### src/rtl/pwm_pkg.sv
// Shared definitions for the PWM generator / capture pair.
package pwm_pkg;

  // Default width of the high-time and period counters.
  localparam int PWM_CNT_W = 8;

  // Frame length of the team's 4-bit counter PWM generator, for paired benches.
  localparam int PWM_GEN_PERIOD = 16;

  // Capture FSM states.
  typedef enum logic [1:0] {
    IDLE = 2'd0,  // no rise seen since reset or since the last timeout
    HIGH = 2'd1,  // inside the high phase of a frame
    LOW  = 2'd2   // inside the low phase of a frame
  } cap_state_t;

endpackage

### src/rtl/pwm_sync_edge.sv
// Two-flop synchronizer for an asynchronous PWM line, plus a delay flop
// that turns the synchronized level into single-cycle rise/fall pulses.
module pwm_sync_edge (
  input  logic CLK,
  input  logic RST,
  input  logic pwm_in,
  output logic level,
  output logic rise,
  output logic fall
);

  logic s1;
  logic s2;
  logic s3;

  // Synchronize pwm_in (s1, s2) and keep one cycle of history (s3).
  always_ff @(posedge CLK or posedge RST) begin
    if (RST) begin
      s1 <= 1'b0;
      s2 <= 1'b0;
      s3 <= 1'b0;
    end else begin
      // NOTE: non-blocking assignments make each flop take the value its
      // neighbour had before this edge; blocking here would collapse the chain.
      s1 <= pwm_in;
      s2 <= s1;
      s3 <= s2;
    end
  end

  // s1 may be metastable, so only s2 and s3 are used downstream.
  assign level = s2;
  assign rise  = s2 & ~s3;
  assign fall  = ~s2 & s3;

endmodule

### src/rtl/pwm_capture.sv
// PWM decoder: measures the high time and rise-to-rise period of each frame
// in CLK cycles, publishes them with a one-cycle valid strobe, and declares
// a stuck line when no rising edge arrives within TIMEOUT cycles.
module pwm_capture
  import pwm_pkg::*;
#(
  parameter int CNT_W   = PWM_CNT_W,
  // Legal range 2 .. 2**CNT_W-1, so cnt_per can never wrap before timing out.
  parameter int TIMEOUT = 255
) (
  input  logic             CLK,
  input  logic             RST,
  input  logic             pwm_in,
  output logic [CNT_W-1:0] high_out,
  output logic [CNT_W-1:0] period_out,
  output logic             valid,
  output logic             stuck,
  output logic             stuck_level
);

  localparam logic [CNT_W-1:0] TIMEOUT_C = CNT_W'(TIMEOUT);
  localparam logic [CNT_W-1:0] ONE       = CNT_W'(1);

  logic             level;
  logic             rise;
  logic             fall;
  logic             timeout_hit;
  cap_state_t       state;
  logic [CNT_W-1:0] cnt_per;
  logic [CNT_W-1:0] cnt_hi;

  pwm_sync_edge u_sync (
    .CLK    (CLK),
    .RST    (RST),
    .pwm_in (pwm_in),
    .level  (level),
    .rise   (rise),
    .fall   (fall)
  );

  // A rise in the same cycle as the timeout wins, so the frame is still reported.
  assign timeout_hit = (cnt_per == TIMEOUT_C) && !rise;

  // Frame-measurement FSM with registered measurement outputs.
  always_ff @(posedge CLK or posedge RST) begin
    if (RST) begin
      state       <= IDLE;
      cnt_per     <= '0;
      cnt_hi      <= '0;
      high_out    <= '0;
      period_out  <= '0;
      valid       <= 1'b0;
      stuck       <= 1'b0;
      stuck_level <= 1'b0;
    end else begin
      // valid is a strobe: it drops every cycle unless re-armed below.
      valid <= 1'b0;

      if (rise) begin
        // Only a rise that closes a full high+low frame is published; the rise
        // out of IDLE just opens the first frame.
        if (state == LOW) begin
          high_out   <= cnt_hi;
          period_out <= cnt_per;
          stuck      <= 1'b0;
          valid      <= 1'b1;
        end
        cnt_per <= ONE;
        cnt_hi  <= ONE;
        state   <= HIGH;
      end else if (timeout_hit) begin
        // Announce a stuck line once; while already stuck, a further timeout
        // just restarts the wait silently.
        if (!stuck) begin
          stuck       <= 1'b1;
          stuck_level <= level;
          high_out    <= '0;
          period_out  <= '0;
          valid       <= 1'b1;
        end
        cnt_per <= '0;
        state   <= IDLE;
      end else begin
        cnt_per <= cnt_per + ONE;
        if (state == HIGH) begin
          if (fall) begin
            state <= LOW;
          end else begin
            cnt_hi <= cnt_hi + ONE;
          end
        end
      end
    end
  end

endmodule

### config.mk
export PLATFORM = sky130hd
export DESIGN_NAME = pwm_capture
export DESIGN_NICKNAME = d
export VERILOG_FILES = /design/src/rtl/pwm_pkg.sv /design/src/rtl/pwm_sync_edge.sv /design/src/rtl/pwm_capture.sv
export SDC_FILE = /design/constraint.sdc
export NUM_CORES = 1
export LEC_CHECK = 0
export BUFFER_PORTS_ARGS = -buffer_cell sky130_fd_sc_hd__buf_2
export CAP_MARGIN = 5
export CORE_MARGIN = 2
export CORE_UTILIZATION = 45
export DETAILED_ROUTE_END_ITERATION = 10
export PLACE_DENSITY = 0.7
export RECOVER_POWER = 25
export SKIP_CTS_REPAIR_TIMING = 1
export SLEW_MARGIN = 20
export SYNTH_ARGS = -nofsm -noshare
export SYNTH_HDL_FRONTEND = slang
export SYNTH_SLANG_ARGS = --single-unit
export TNS_END_PERCENT = 100
### constraint.sdc
create_clock -name CLK -period 1.8 [get_ports CLK]
set_input_delay 0.18 -clock CLK [delete_from_list [all_inputs] [get_ports CLK]]
set_output_delay 0.18 -clock CLK [all_outputs]
set_load 0.03 [all_outputs]
==> results.cfg, run 1 <==
[floorplan]
io_pins = 22
die_h_um = 66.84
start_util_pct = 47.81
coreArea_um2 = 3716
fp.dieW_um = 66.84
num_rows = 22
dieArea_um2 = 4467

[finish]
final_area_um2 = 2096
areaGrowthSynthToFinish_pct = 17.96
layoutNonFillerInstCount = 231
insertedDiodeCount = 0
final_common_cell = dfrtp_1
drive_above_1_share_pct = 25.14
num-nets-final = 189
layout_common_cells = 40 x dfrtp_1, 21 x buf_2, 17 x a22o_1, 9 x inv_1

[sta]
fin_setup_tns_ps = 0
setup_viol = 0
fmax_ghz = 0.5986
hold_violations = 0
finalWorstSetupSlack_ps = 129.5
layout_worst_path_cycle_share_pct = 92.80
fin_skew_ps = 6.322
rsz0062_at_grt = no
period_minus_slack_ps = 1670
holdWs_ps = 358.2
slew_violations = 0
slew_headroom_pct = 27.26
worst_slew_pin_slew_ps = 1091

[job]
drv_cap = 0

[clocking]
cts_tree = built
clockBufferDepth = 2
clock_latency_ps = 300
cts_made_buffers = 5
h-tree-depth = 2
cts.root.buffer_cell = clkbuf_8
clkSinkCount = 40
path_clk_slew_ps = 80

[power_and_ir_drop]
p_leak_nw = 1.023
max-vdd-ir-drop_uv = 615.5
p_per_area_nw_per_um2 = 1188

[route]
firstDrtPassIters = 6
first_iter_violations = 82
ant_nets = 0
wl_um = 3498
drc_errors = 0
viasPerCell = 5.688
post_drt_wl_per_cell_um = 15.14
vias = 1314

[yosys]
syn_inst = 148
netlist-cell-type-count = 43
synth_warnings = 0
ys_seq_area_share_pct = 56.34
synth_area_per_cell_um2 = 12.00
ys_seq_elements = 40
syn_nets = 155
syn_area_um2 = 1777

[setup_path]
end_kind = flop
path_class = flop to flop
max_stage_delay_ps = 410
start_kind = flop
crit_required_ps = 2040
crit_slowest_cell = dfrtp_1
cp.arrival_ps = 1910
cp_max_fo = 9
path_cells = ha_1 -> buf_4 -> or3_1 -> nor4_2 -> a211o_1

[placement]
gp_congestion = 0.8541
port_buffers = 21
hpwl_um = 2381
post_dp_cell_area_um2 = 1982
place_ws_ps = 128.1
dpl.cell_count = 221

[grt]
met3_usage_pct = 4.054
grt_use_met1_pct = 25.27
use_met2_pct = 28.25
grt_max_degree = 22
grt_pass1_wl_um = 6113
grt-busiest-layer = met2
grt.total_usage_pct = 18.69
grt_pass1_vias = 1266
grt_overflow = 0
grt_antenna_before_repair = 0

[hold_path]
hold_class = flop to flop

[status]
status = completed
cells in the mapped netlist:
cell type	n	area share (%)
nand3_1	7	2.0
nand3_4	1	0.99
a211o_1	1	0.49
xor2_1	3	1.5
a211oi_2	1	0.70
nor4_1	1	0.35
a21oi_1	6	1.7
and2b_1	1	0.42
or3_1	2	0.70
nand4_1	1	0.35
buf_6	1	0.63
nor2_1	5	1.1
and4_1	1	0.49
o22ai_1	1	0.35
o311a_1	1	0.56
nand4b_1	1	0.49
nor3_1	5	1.4
mux2_1	1	0.63
o21ai_0	3	0.84
inv_1	9	1.9
nor3_4	1	0.92
a22o_1	17	8.4
o22ai_4	1	1.1
o31ai_1	4	1.7
nand2b_1	1	0.35
o21bai_1	2	0.84
and3_1	2	0.70
xnor2_1	1	0.49
o311ai_1	1	0.49
o311ai_0	3	1.5
inv_2	1	0.21
dfrtp_1	40	56
nand2_1	6	1.3
o211ai_1	1	0.42
nand4_4	1	1.2
a21o_1	2	0.84
clkbuf_1	3	0.63
o2bb2ai_1	1	0.49
buf_2	1	0.28
nor2b_1	1	0.35
nor2_4	1	0.63
ha_1	4	2.8
o21ai_2	1	0.49
area by class of cell:
class | instances | area (um^2)
Clock buffer | 6 | 82.58
Clock inverter | 2 | 10.01
Fill cell | 321 | 1620
Inverter | 10 | 37.54
Multi-Input combinational cell | 93 | 719.4
Sequential cell | 40 | 1001
Tap cell | 48 | 60.06
Timing Repair Buffer | 32 | 185.2
worst paths after layout:
check / start / endpoint / slack (ps) / cells past startpoint
worst min register to register: u_sync.s1 / u_sync.level / 360 / 0
worst min-delay path: u_sync.s1 / u_sync.level / 360 / 0
min in group asynchronous: RST / cnt_per[5] / 740 / 4
worst max register to register: u_sync.level / cnt_hi[6] / 130 / 5
max in group asynchronous: RST / cnt_hi[2] / 370 / 4
worst max-delay path: u_sync.level / cnt_hi[6] / 130 / 5
flip-flops by register name, summed over array words and instances, names as in the netlist:
| register | cells |
|---|---|
| cnt_hi | 8 |
| cnt_per | 8 |
| high_out | 8 |
| period_out | 8 |
| state | 2 |
| stuck | 1 |
| stuck_level | 1 |
| u_sync.level | 1 |
| u_sync.s1 | 1 |
| u_sync.s3 | 1 |
| valid | 1 |
report_power, final:
| group | total, mW | internal, mW | switching (mW) | leakage, nW |
|---|---|---|---|---|
| Combinational | 0.651 | 0.252 | 0.400 | 0.440 |
| Sequential | 1.22 | 1.06 | 0.162 | 0.532 |
| Clock | 0.617 | 0.306 | 0.311 | 0.0510 |
cell families after synthesis:
| logic type | synth area share [%] |
|---|---|
| compound gates | 20.92 |
| xor+xnor | 1.972 |
| fa+ha+maj | 2.817 |
| buf+inv | 3.661 |
| flops | 56.34 |
| mux | 0.6338 |
| simple gates | 13.66 |
metrics by stage:
stage	power [mW]	utilization, %
2_1_floorplan	1.682	-
3_3_place_gp	1.864	53.33
3_5_place_dp	1.877	53.33
4_1_cts	2.506	55.82
5_1_grt	2.644	56.40
6_report	2.490	56.40
layer usage:
layer,wire [um],up-vias
met4,100,0
met1,1643,662
met2,1630,23
li1,-,619
met5,0,-
met3,123,10
worst max-delay path: cells and delay by family (launching register included):
kind,cells,cell delay (ps)
and+or+nand+nor,2,550
DFF,1,410
adders and majority gates,1,310
buffers and inverters,1,210
AOI/OAI and AO/OA,1,140
No activity file was read; power rests on OpenSTA's default activity.
==> inputs of run 2 (changes only) <==
--- a/config.mk
+++ b/config.mk
@@ -10,6 +10,7 @@
 export CORE_MARGIN = 2
 export CORE_UTILIZATION = 45
 export DETAILED_ROUTE_END_ITERATION = 10
+export MAX_ROUTING_LAYER = met4
 export PLACE_DENSITY = 0.7
 export RECOVER_POWER = 25
 export SKIP_CTS_REPAIR_TIMING = 1
==> run 2 against run 1 <==
Effect of this change:
- non-clock buffer count did not move
- clock skew barely moved
- total power barely moved
- utilization did not move
- sequential share of layout area did not move
- highest routed layer unchanged
==> results.cfg, run 2 (synthesis gave the netlist of run 1 again) <==
[route]
post_drt_wl_per_cell_um = 15.09
viasPerCell = 5.688
ant_nets = 0
firstDrtPassIters = 4
drc_errors = 0
vias = 1314
first_iter_violations = 71
wl_um = 3486

[power_and_ir_drop]
max-vdd-ir-drop_uv = 615.3
p_seq_share_pct = 49.1
pwr-share-clk_pct = 24.8
power.switching_mw = 0.8720
swShare_pct = 35.04
comb_power_share_pct = 26.2
p_per_area_nw_per_um2 = 1188
internal_power_mw = 1.617
p_leak_nw = 1.023

[placement]
hpwl_um = 2381
gp_congestion = 0.8677
port_buffers = 21

[floorplan]
die_h_um = 66.84
io_pins = 22
coreArea_um2 = 3716
num_rows = 22
start_util_pct = 47.81
dieArea_um2 = 4467
fp.dieW_um = 66.84

[grt]
grt_antenna_before_repair = 0
grt_overflow = 0
grt.total_usage_pct = 19.19
grt_pass1_vias = 1271
grt_max_degree = 22
grt_pass1_wl_um = 6099

[finish]
final_common_cell = dfrtp_1
num-nets-final = 189
utilization_pct = 56.40
nFillCells = 321
insertedDiodeCount = 0
drive_above_1_share_pct = 25.14
layout_common_cells = 40 x dfrtp_1, 21 x buf_2, 17 x a22o_1, 9 x inv_1
areaGrowthSynthToFinish_pct = 17.96

[hold_path]
hold_class = flop to flop

[clocking]
clkSinkCount = 40
clockBufferDepth = 2
path_clk_slew_ps = 80
cts.root.buffer_cell = clkbuf_8
clock_latency_ps = 300
cts_tree = built
cts_made_buffers = 5
h-tree-depth = 2

[sta]
layout_worst_path_cycle_share_pct = 92.68
fin_skew_ps = 6.172
slew_violations = 0
hold_violations = 0
fin_setup_tns_ps = 0
fmax_ghz = 0.5995
setup_viol = 0
worst_slew_pin_slew_ps = 1079
slew_headroom_pct = 28.06
period_minus_slack_ps = 1668
rsz0062_at_grt = no

[setup_path]
crit_required_ps = 2040
cp.arrival_ps = 1910
end_kind = flop
cp_max_fo = 9
path_class = flop to flop
start_kind = flop

[job]
drv_cap = 0

[status]
status = completed
## run 2: final timing paths
path	start	endpoint	slack [ps]	depth (start not counted)
worst max-delay path	u_sync.level	cnt_hi[6]	130	5
worst min-delay path	u_sync.s1	u_sync.level	360	0
worst max register to register	u_sync.level	cnt_hi[6]	130	5
worst min register to register	u_sync.s1	u_sync.level	360	0
max in group asynchronous	RST	cnt_hi[2]	380	4
min in group asynchronous	RST	cnt_per[5]	740	4
## run 2: power groups by stage
| stage | clock network [mW] | registers, mW | logic, mW |
|---|---|---|---|
| final | 0.616 | 1.22 | 0.651 |
| after global routing | 0.673 | 1.25 | 0.717 |
| after CTS | 0.633 | 1.22 | 0.653 |
| after detailed placement | 0 | 1.23 | 0.645 |
| after global placement | 0 | 1.23 | 0.637 |
| after floorplan | 0 | 1.37 | 0.311 |
## run 2: area by class of cell
cell class                      count  area [um^2]  share of cell area [%]
Sequential cell                    40         1001                   47.76
Multi-Input combinational cell     93        719.4                   34.33
Clock inverter                      2        10.01                  0.4776
Inverter                           10        37.54                   1.791
Clock buffer                        6        82.58                   3.940
Timing Repair Buffer               32        185.2                   8.836
Tap cell                           48        60.06                   2.866
## run 2: worst max-delay path: stages (launching register included)
cell and delay [ps]:
dfrtp_1 410, ha_1 310, buf_4 210, or3_1 390
nor4_2 160, a211o_1 140
## run 2: layer usage
metal	vias up	part of all wire, %	GRT usage [%]
li1	619	-	-
met2	23	47	28.38
met4	0	2.8	9.439
met3	10	3.5	4.054
met1	662	47	25.16
met5	-	0	-
## run 2: through the flow
stage	instances	hold slack (ps)	setup slack, ps	instance area [um^2]	power, mW
global placement	221	235.3	180.4	1982	1.864
detailed placement	221	241.8	128.1	1982	1.877
floorplan	148	211.4	144.8	1777	1.682
CTS	229	-77.14	108.4	2074	2.506
global route	231	376.4	32.42	2096	2.644
finish	231	358.2	131.8	2096	2.489
==> inputs of run 3 (changes only) <==
==> constraint.sdc (replaced) <==
create_clock -name CLK -period 1.8 [get_ports CLK]
set_input_delay 0.27 -clock CLK [delete_from_list [all_inputs] [get_ports CLK]]
set_output_delay 0.27 -clock CLK [all_outputs]
set_load 0.03 [all_outputs]
==> run 3 against run 2 <==
Effect of this change:
- combinational power barely moved
- total power fell by 0.11%
- clock-buffer cell count did not move
- non-clock buffer count fell by 2
- clock power barely moved
- sequential share of layout area rose by 0.46 points
- critical path type unchanged
==> results.cfg, run 3 (synthesis gave the netlist of run 1 again) <==
[finish]
nFillCells = 323
layoutNonFillerInstCount = 229
layout_common_cells = 40 x dfrtp_1, 21 x buf_2, 17 x a22o_1, 9 x inv_1
final_common_cell = dfrtp_1
drive_above_1_share_pct = 25.41
insertedDiodeCount = 0
final_area_um2 = 2076
utilization_pct = 55.86
areaGrowthSynthToFinish_pct = 16.83
num-nets-final = 187

[setup_path]
start_kind = flop
crit_slowest_cell = dfrtp_1
cp.arrival_ps = 1910
cp_max_fo = 9
path_cells = ha_1 -> buf_4 -> or3_1 -> nor4_2 -> a211o_1
critPathBufInv = 1
reg2reg_slack_ps = 130
path_class = flop to flop
end_kind = flop
max_stage_delay_ps = 410
crit_required_ps = 2040
crit_family = simple AND/OR/NAND/NOR gates

[route]
ant_nets = 0
vias = 1310
firstDrtPassIters = 4
drc_errors = 0
first_iter_violations = 66
viasPerCell = 5.721
post_drt_wl_per_cell_um = 15.17
wl_um = 3474

[placement]
hpwl_um = 2381
dpl.cell_count = 221
gp_congestion = 0.8677
place_ws_ps = 128.1
post_dp_cell_area_um2 = 1982
port_buffers = 21

[floorplan]
fp.dieW_um = 66.84
dieArea_um2 = 4467
die_h_um = 66.84
coreArea_um2 = 3716
io_pins = 22
num_rows = 22
start_util_pct = 47.81

[grt]
grt_max_degree = 22
grt_pass1_vias = 1271
grt.total_usage_pct = 19.19
grt_overflow = 0
grt_pass1_wl_um = 6099
grt_antenna_before_repair = 0

[clocking]
cts_tree = built
clock_latency_ps = 300
clkSinkCount = 40
cts.root.buffer_cell = clkbuf_8
path_clk_slew_ps = 80
h-tree-depth = 2
cts_made_buffers = 5
clockBufferDepth = 2

[power_and_ir_drop]
p_seq_share_pct = 49.2
p_leak_nw = 1.015
swShare_pct = 35.08
p_per_area_nw_per_um2 = 1198
internal_power_mw = 1.614
power.switching_mw = 0.8721
pwr-share-clk_pct = 24.8
max-vdd-ir-drop_uv = 615.2
comb_power_share_pct = 26.0
power_mw = 2.486

[sta]
setup_viol = 0
finalWorstSetupSlack_ps = 131.8
period_minus_slack_ps = 1668
worst_slew_pin_slew_ps = 1079
slew_violations = 0
fin_setup_tns_ps = 0
hold_violations = 0
rsz0062_at_grt = no
holdWs_ps = 77.45
layout_worst_path_cycle_share_pct = 92.68
fmax_ghz = 0.5995
slew_headroom_pct = 28.06
fin_skew_ps = 6.172

[hold_path]
hold_class = primary input to flop

[status]
status = completed

[job]
drv_cap = 0
[run 3: power groups by stage]
| stage | logic (mW) | clock network (mW) | registers, mW |
|---|---|---|---|
| 4_1_cts | 0.653 | 0.633 | 1.22 |
| 5_1_grt | 0.713 | 0.673 | 1.25 |
| 3_3_place_gp | 0.637 | 0 | 1.23 |
| 6_report | 0.648 | 0.616 | 1.22 |
| 3_5_place_dp | 0.645 | 0 | 1.23 |
| 2_1_floorplan | 0.311 | 0 | 1.37 |
[run 3: worst paths after layout]
check                             start  cells past startpoint      endpoint
setup / recovery           u_sync.level                      5     cnt_hi[6]
hold / removal                   pwm_in                      1     u_sync.s1
setup reg to reg           u_sync.level                      5     cnt_hi[6]
hold reg to reg               u_sync.s1                      0  u_sync.level
max in group asynchronous           RST                      3     cnt_hi[2]
min in group asynchronous           RST                      3    cnt_per[5]
[run 3: layout make-up]
cell class	count	area, um^2	area share, %
clock buffer	6	82.58	3.978
clock inverter	2	10.01	0.4822
timing repair buffer	30	165.2	7.957
multi-input combinational	93	719.4	34.66
tap	48	60.06	2.893
inverter	10	37.54	1.808
sequential	40	1001	48.22
[run 3: routing by layer]
metal,track usage [%],up-vias,share of wire (%)
met2,28.38,23,47
li1,-,615,-
met3,4.054,10,3.4
met4,9.439,0,2.8
met5,-,-,0
met1,25.16,662,47
